`config.mk`:
```
export PLATFORM = sky130hd
export DESIGN_NAME = seq_divider_flat
export DESIGN_NICKNAME = d
export VERILOG_FILES = /design/src/rtl/seq_divider_if.sv /design/src/rtl/seq_divider.sv /design/src/flat_wrapper.sv
export SDC_FILE = /design/constraint.sdc
export NUM_CORES = 1
export LEC_CHECK = 0
export CORE_ASPECT_RATIO = 0.9
export CORE_MARGIN = 1
export CORE_UTILIZATION = 60
export CTS_BUF_LIST = sky130_fd_sc_hd__clkbuf_4
export DETAILED_ROUTE_END_ITERATION = 10
export PLACE_DENSITY = 0.94
export SLEW_MARGIN = 30
export SYNTH_ARGS = -nofsm -noshare
export SYNTH_HDL_FRONTEND = slang
export SYNTH_SLANG_ARGS = --single-unit
export TNS_END_PERCENT = 20
```
`constraint.sdc`:
```
create_clock -name clk -period 3.61 [get_ports clk]
set_input_delay 1.083 -clock clk [delete_from_list [all_inputs] [get_ports clk]]
set_output_delay 1.083 -clock clk [all_outputs]
set_load 0.01 [all_outputs]
```
`src/rtl/seq_divider_if.sv`:
```
// Start/done handshake bundle for the sequential divider.
// The control unit is the master; the divider is the slave.
interface seq_divider_if #(
  parameter int WIDTH = 8
);
  logic             start;
  logic [WIDTH-1:0] dividend;
  logic [WIDTH-1:0] divisor;
  logic             busy;
  logic             done;
  logic [WIDTH-1:0] quotient;
  logic [WIDTH-1:0] remainder;
  logic             div_by_zero;

  modport master (
    output start,
    output dividend,
    output divisor,
    input  busy,
    input  done,
    input  quotient,
    input  remainder,
    input  div_by_zero
  );

  modport slave (
    input  start,
    input  dividend,
    input  divisor,
    output busy,
    output done,
    output quotient,
    output remainder,
    output div_by_zero
  );
endinterface

```
`src/rtl/seq_divider.sv`:
```
// Multi-cycle unsigned restoring divider, one quotient bit per clock.
// DIV/MOD execution unit driven through a start/done handshake.
module seq_divider #(
  parameter int WIDTH = 8
) (
  input  logic          clk,
  input  logic          rst_n,
  seq_divider_if.slave  div
);
  localparam int CW = $clog2(WIDTH);

  typedef enum logic [1:0] {
    IDLE,
    RUN,
    DONE
  } state_t;

  state_t           state, state_nxt;
  logic [WIDTH-1:0] r, r_nxt;
  logic [WIDTH-1:0] q, q_nxt;
  logic [WIDTH-1:0] dvsr, dvsr_nxt;
  logic [CW-1:0]    cnt, cnt_nxt;
  logic [WIDTH-1:0] quo, quo_nxt;
  logic [WIDTH-1:0] rem, rem_nxt;
  logic             dbz, dbz_nxt;

  logic [WIDTH:0]   shifted;
  logic [WIDTH:0]   trial;
  logic             carry;
  logic             unused_msb;

  // Subtract by adding the inverted divisor with carry-in; carry out means no borrow.
  assign shifted = {r, q[WIDTH-1]};
  assign {carry, trial} = {1'b0, shifted}
                        + {1'b0, ~{1'b0, dvsr}}
                        + {{(WIDTH + 1){1'b0}}, 1'b1};
  assign unused_msb = trial[WIDTH];

  always_ff @(posedge clk or negedge rst_n) begin
    if (!rst_n) begin
      state <= IDLE;
      r     <= '0;
      q     <= '0;
      dvsr  <= '0;
      cnt   <= '0;
      quo   <= '0;
      rem   <= '0;
      dbz   <= 1'b0;
    end else begin
      state <= state_nxt;
      r     <= r_nxt;
      q     <= q_nxt;
      dvsr  <= dvsr_nxt;
      cnt   <= cnt_nxt;
      quo   <= quo_nxt;
      rem   <= rem_nxt;
      dbz   <= dbz_nxt;
    end
  end

  always_comb begin
    state_nxt = state;
    r_nxt     = r;
    q_nxt     = q;
    dvsr_nxt  = dvsr;
    cnt_nxt   = cnt;
    quo_nxt   = quo;
    rem_nxt   = rem;
    dbz_nxt   = dbz;
    unique case (state)
      IDLE: begin
        if (div.start) begin
          if (div.divisor != '0) begin
            dvsr_nxt  = div.divisor;
            r_nxt     = '0;
            q_nxt     = div.dividend;
            cnt_nxt   = '0;
            state_nxt = RUN;
          end else begin
            quo_nxt   = '1;
            rem_nxt   = div.dividend;
            dbz_nxt   = 1'b1;
            state_nxt = DONE;
          end
        end
      end
      RUN: begin
        if (carry) begin
          r_nxt = trial[WIDTH-1:0];
          q_nxt = {q[WIDTH-2:0], 1'b1};
        end else begin
          r_nxt = shifted[WIDTH-1:0];
          q_nxt = {q[WIDTH-2:0], 1'b0};
        end
        cnt_nxt = cnt + CW'(1);
        if (cnt == CW'(WIDTH - 1)) begin
          quo_nxt   = q_nxt;
          rem_nxt   = r_nxt;
          dbz_nxt   = 1'b0;
          state_nxt = DONE;
        end
      end
      DONE: begin
        state_nxt = IDLE;
      end
      default: begin
        state_nxt = IDLE;
      end
    endcase
  end

  assign div.busy        = (state == RUN);
  assign div.done        = (state == DONE);
  assign div.quotient    = quo;
  assign div.remainder   = rem;
  assign div.div_by_zero = dbz;
endmodule

```
`src/flat_wrapper.sv`:
```
// flat-port wrapper written by rule: the top's interface ports become plain ports
module seq_divider_flat 
#(
  parameter int WIDTH = 8
)
  (clk, rst_n, div_start, div_dividend, div_divisor, div_busy, div_done, div_quotient, div_remainder, div_div_by_zero);
  seq_divider_if #(.WIDTH(WIDTH)) div_i ();
  input  logic clk;
  input  logic rst_n;
  input wire logic [$bits(div_i.start)-1:0] div_start;
  input wire logic [$bits(div_i.dividend)-1:0] div_dividend;
  input wire logic [$bits(div_i.divisor)-1:0] div_divisor;
  output wire logic [$bits(div_i.busy)-1:0] div_busy;
  output wire logic [$bits(div_i.done)-1:0] div_done;
  output wire logic [$bits(div_i.quotient)-1:0] div_quotient;
  output wire logic [$bits(div_i.remainder)-1:0] div_remainder;
  output wire logic [$bits(div_i.div_by_zero)-1:0] div_div_by_zero;
  assign div_i.start = div_start;
  assign div_i.dividend = div_dividend;
  assign div_i.divisor = div_divisor;
  assign div_busy = div_i.busy;
  assign div_done = div_i.done;
  assign div_quotient = div_i.quotient;
  assign div_remainder = div_i.remainder;
  assign div_div_by_zero = div_i.div_by_zero;
  seq_divider #(.WIDTH(WIDTH)) u_core (.clk(clk), .rst_n(rst_n), .div(div_i));
endmodule
```
## Yosys cells after proc, flatten, opt, wreduce, memory -nomap -nowiden

Index checks and enable logic that the tools add are counted.

- Memories kept: 0
- Memory bits (read-only): 0
- Logic and storage cells: 53
- Bits in latches: 0
- Bits in registers: 46
- RAM bits: 0
- Output and inout port bits: 19

- $mul: 0
- Multiplexer cells: 27
- Div/mod/pow operators: 0
- Equal/unequal tests: 7
- $add $sub $neg: 3
- Bitwise operators: 1
- Reduce and logical (&&, ||, !) cells: 7
- Magnitude comparators: 0
- Shift-type cells: 0

Operators by type and width:

| operator | count |
|---|---|
| two-way mux 8 bit | 11 |
| one-hot mux 8 bit (2 select lines) | 4 |
| adder 10 x 1 -> 10 bit, second input constant | 1 |
| adder 9 x 9 -> 10 bit | 1 |
| NOT 8 -> 9 bit | 1 |
| nonzero test 8 bit | 1 |
| two-way mux 2 bit | 3 |
| two-way mux 3 bit | 2 |
| one-hot mux 3 bit (2 select lines) | 1 |
| AND reduction 3 bit | 2 |
| two-way mux 1 bit | 4 |
| != test 2 x 1 -> 1 bit, second input constant | 2 |
| != test 2 bit, second input constant | 2 |
| one-hot mux 2 bit (2 select lines) | 1 |
| AND reduction 4 bit | 1 |
| adder 3 x 1 -> 3 bit, second input constant | 1 |
| == test 3 bit, second input constant | 1 |
| == test 2 x 1 -> 1 bit, second input constant | 1 |
| == test 2 bit, second input constant | 1 |
| logical NOT 2 bit | 1 |
| one-hot mux 1 bit (2 select lines) | 1 |
| AND reduction 2 bit | 1 |
| nonzero test 2 bit | 1 |

## Logic depth before layout (Yosys ltp)

- Depth in word-level cells: 6
- Mapped depth: 9
- Depth with buffers taken out: 9

## Least setup slack after synthesis

OpenSTA, ideal clock, no wires.

- Path type: input to register
- Start: input div_divisor[5]
- End: register u_core.q[5]
- Setup time: 0.130 ns
- Stages on the path: 6
- Arrival: 2.167 ns
- Path buffers: 1
- Path slack: 1.313 ns
- Cells stage by stage: nor4_4 -> a21boi_0 -> o21a_1 -> buf_2 -> nor2_1 -> a31oi_1

- Word-level cells in the longest chain between the ends: 3

RTL lines:

| item | line | RTL |
|---|---|---|
| from (decl) | flat_wrapper.sv:12 | `input wire logic [$bits(div_i.divisor)-1:0] div_divisor;` |
| nonzero test 8 bit | seq_divider.sv:73 | `if (div.divisor != '0) begin` |
| != test 2 x 1 -> 1 bit (no line) | - |  |
| AND reduction 3 bit (no line) | - |  |
| to (signal assigned) | seq_divider.sv:52 | `q <= q_nxt;` |
| to (decl) | seq_divider.sv:20 | `logic [WIDTH-1:0] q, q_nxt;` |

No other way between the ends.
A chain may end at the register's enable or synchronous reset.

## Final worst setup path

- Start: register u_core.state[1]
- End: output div_busy

- Word-level cells in the longest chain between the ends: 1

RTL lines:

| item | line | RTL |
|---|---|---|
| from (decl) | seq_divider.sv:18 | `state_t state, state_nxt;` |
| from (signal assigned) | seq_divider.sv:50 | `state <= state_nxt;` |
| == test 2 x 1 -> 1 bit | seq_divider.sv:112 | `assign div.busy = (state == RUN);` |
| to (decl) | flat_wrapper.sv:13 | `output wire logic [$bits(div_i.busy)-1:0] div_busy;` |

No other way between the ends.

==> results.md <==
* Vias in the first global route at just over 2000
* Number of distinct library cells after synthesis at 52
* Setup skew after layout at around 0.014 ns
* Setup-violating endpoint count in the final report at 0
* Type of the tightest min-delay check: reg -> reg
* Routed Antenna Nets at 0
* Total via count after detailed routing at ~2100
* Total of flip-flops plus latches after synthesis at 46
* Worst-path fanout max at 12
* Post-Place Cells at about 330
* Post-layout min period at 3.25 ns
* GR Util All Layers at approximately 28%
* Transition time at the pin with the least slew margin at about 0.63 ns
* Number of placement rows at 21
* Ratio of total power to cell area at approximately 1000 mW/mm^2
* Power spent charging and discharging nets at ~1.3 mW
* Die area at roughly 0.0044 mm^2
* Share of layout cells above drive strength 1 at around a tenth
* Count of port buffers added during placement at 37
* Width of the chip at 69.6 um
* Maximum frequency from static timing analysis at slightly above 300 MHz
* Required time at the worst-slack endpoint at about 2.5 ns
* Average cell area after synthesis at between 9 and 10 um^2
* Slew headroom at 57.9%
* Total clock sinks at between 40 and 50
* Routability Congestion at 0.892
* Final design utilization at between 70% and 80%
* Number of endpoints with negative hold slack in the final report at 0
* Cell area after technology mapping at around 0.0025 mm^2
* Area taken by multi-input logic gates at roughly 0.0012 mm^2
* Fraction of power consumed by combinational cells at 59.4%
* Post-layout instance count excluding filler cells at approximately 340
* Count of TritonRoute iterations in the first routing pass at 8
* Cts bufs inserted at 5
* Vias per std cell at between 6 and 7
* Maximum Capacitance Violations at 0
* Dominant register cell in the synthesized netlist: dfrtp_1
* Worst Setup Start Kind: flop
* Cell count after synthesis at between 200 and 300
* Area added between synthesis and finish at 18.3%
* Seq/Total Area, Yosys at a little under half
* DIE HEIGHT at about 63 um
* Switching portion of total power at between 40% and 50%
* Post-CTS sizing at 0
* Clock network latency to the later pin of the worst-skew pair at 0.35 ns
* Total number of yosys warnings at 0
* Clock input transition at the sequential cells of the worst setup and hold paths at 0.13 ns
* Residual overflow from global routing at 0
* Overall power after layout at 2.97 mW
* Final-stage net count at between 300 and 400
* Internal cell power at ~1.6 mW
* Static leakage at roughly 1.3 nW
* Result of the run: completed
* Number of max-slew violations in the final report at 0
* Floorplan Core Area at approximately 0.0038 mm^2
* Footprint of the flip-flops and latches at 0.00115 mm^2
* Number of synthesized flops with an enable pin at 0
* Tightest hold margin at between 0.4 and 0.5 ns
* Final-layout fill cell count at approximately 280
* Part of the power in registers at 32.5%
* Final setup TNS at 0 ns
* Leading cell type in the layout, fill and taps excluded: dfrtp_1
* Proportion of register bits with asynchronous set or reset after synthesis at 100%
* Clock tree from TritonCTS: done
* Endpoint class of the critical path: output port
* Data arrival at the endpoint of the critical path at around 2.2 ns
* Detailed Route Iter0 Violations at roughly 250
* Number of hold buffers added after CTS at 0
* RSZ-0062 raised after global routing: no
* Initial Util at roughly 64%
* Final routed wirelength across all metal layers at between 5000 and 6000 um
* Most used cells in the layout excluding fill and tap cells: dfrtp_1, clkdlybuf4s50_1, nand2_1
* HPWL after detailed placement at ~4200 um
* Worst Setup Path Type: reg -> out
* Ant diodes at 0
* Number of antenna violations at the first check in global routing at 0
* Buffer levels on the longest clock path at 2
* Final period utilization at roughly nine tenths
* Number of remaining DRC errors at 0
* Syn Nets at 282
* CTS root buffer: clkbuf_4
* # H-tree levels at 2
* Post-detailed-route wirelength per cell at between 15 and 20 um
* Clock group share of total power at 8.1%
* Num ports at 38
* Maximum number of pins on one net before global-route repair at between 40 and 50
* Wire length of the first global-routing pass at 9840 um
* Post-CTS setup buffer count at 0
* Largest voltage drop on the vdd net at around 0.6 mV
-- sequential cells by signal (all words and copies together) (netlist names) --
signal                  count
u_core.div.quotient         8
u_core.div.remainder        8
u_core.dvsr                 8
u_core.q                    8
u_core.r                    8
u_core.cnt                  3
u_core.state                2
u_core.div.div_by_zero      1
-- cells by family (layout without fill, tap and decap cells) --
logic type / after synthesis / count (layout) / synth area share (%)
AOI/OAI and AO/OA: 76 / 76 / 22.5
xor gates and xnor gates: 2 / 2 / 0.710
buffers and inverters: 23 / 60 / 3.90
DFF: 46 / 46 / 46.7
muxes: 4 / 4 / 1.72
and+or+nand+nor: 90 / 90 / 18.7
adders and majority gates: 11 / 11 / 5.88
-- final timing paths --
kind | endpoint | start | cells after the start | slack [ns]
max in group asynchronous | u_core.dvsr[3]$_DFFE_PN0P_ | rst_n | 1 | 2.49
max | div_busy | u_core.state[1]$_DFFE_PN0P_ | 4 | 0.36
min reg2reg | u_core.cnt[0]$_DFFE_PN0P_ | u_core.cnt[0]$_DFFE_PN0P_ | 1 | 0.49
min | u_core.cnt[0]$_DFFE_PN0P_ | u_core.cnt[0]$_DFFE_PN0P_ | 1 | 0.49
max reg2reg | u_core.r[6]$_DFFE_PN0P_ | u_core.q[7]$_DFFE_PN0P_ | 9 | 1.22
min in group asynchronous | u_core.dvsr[6]$_DFFE_PN0P_ | rst_n | 1 | 0.71
-- area by class of cell --
type / instances / share of cell area (%)
Timing Repair Buffer: 40 / 13.4
Clock buffer: 6 / 1.54
Sequential cell: 46 / 39.5
Tap cell: 46 / 1.97
Clock inverter: 2 / 0.300
Inverter: 12 / 1.54
Multi-Input combinational cell: 183 / 41.8
-- cell usage after synthesis (all sizes together) (2+ instances only) --
| library cell | count | area, um^2 |
|---|---|---|
| dfrtp | 46 | 1150 |
| nand2 | 34 | 128 |
| nor2 | 27 | 109 |
| o21ai | 18 | 90.1 |
| nand3 | 13 | 65.1 |
| inv | 11 | 41.3 |
| a21oi | 10 | 65.1 |
| ha | 10 | 125 |
| a31oi | 9 | 56.3 |
| o22a | 8 | 70.1 |
| clkbuf | 6 | 23.8 |
| buf | 5 | 27.5 |
| or2 | 5 | 31.3 |
| o21a | 4 | 30.0 |
| a41oi | 3 | 26.3 |
| o21bai | 3 | 22.5 |
| a211oi | 2 | 27.5 |
| a21boi | 2 | 18.8 |
| a21o | 2 | 15.0 |
| a22o | 2 | 17.5 |
| a32oi | 2 | 17.5 |
| mux2 | 2 | 22.5 |
| mux2i | 2 | 20.0 |
| nand4 | 2 | 12.5 |
| nor4 | 2 | 42.5 |
| o2111ai | 2 | 17.5 |
| o221ai | 2 | 23.8 |
| o22ai | 2 | 12.5 |
| o32ai | 2 | 17.5 |
-- routing by layer --
layer / share of wire [%] / vias to the layer above / track usage (%) / wire length [um]
li1: - / 981 / - / -
met1: 44 / 1037 / 41.3 / 2560
met2: 48 / 112 / 44.7 / 2780
met3: 6.6 / 13 / 4.03 / 387
met4: 1.8 / 0 / 7.91 / 104
met5: 0 / - / 0 / 0
-- power groups by stage --
stage          registers (mW)  clock network, mW  logic (mW)
4_1_cts                 0.956              0.242        1.74
3_3_place_gp            0.956                  0        1.65
5_1_grt                 0.986              0.270        1.92
3_5_place_dp            0.967                  0        1.73
2_1_floorplan           0.955                  0        1.20
6_report                0.964              0.239        1.76
-- per-stage QoR --
stage | cell area (um^2) | worst slack (ns)
floorplan | 2470 | 1.31
global placement | 2860 | 0.586
detailed placement | 2860 | 0.518
CTS | 2920 | 0.398
global route | 2920 | 0.273
finish | 2920 | 0.361
-- worst max-delay path, cell delays in order, from the launching register on --
cell and delay, ns:
dfrtp_1 0.51, inv_1 0.20, nand2_1 0.43, clkinv_1 0.16, clkdlybuf4s50_1 0.51
(Power assumes the default switching activity.)
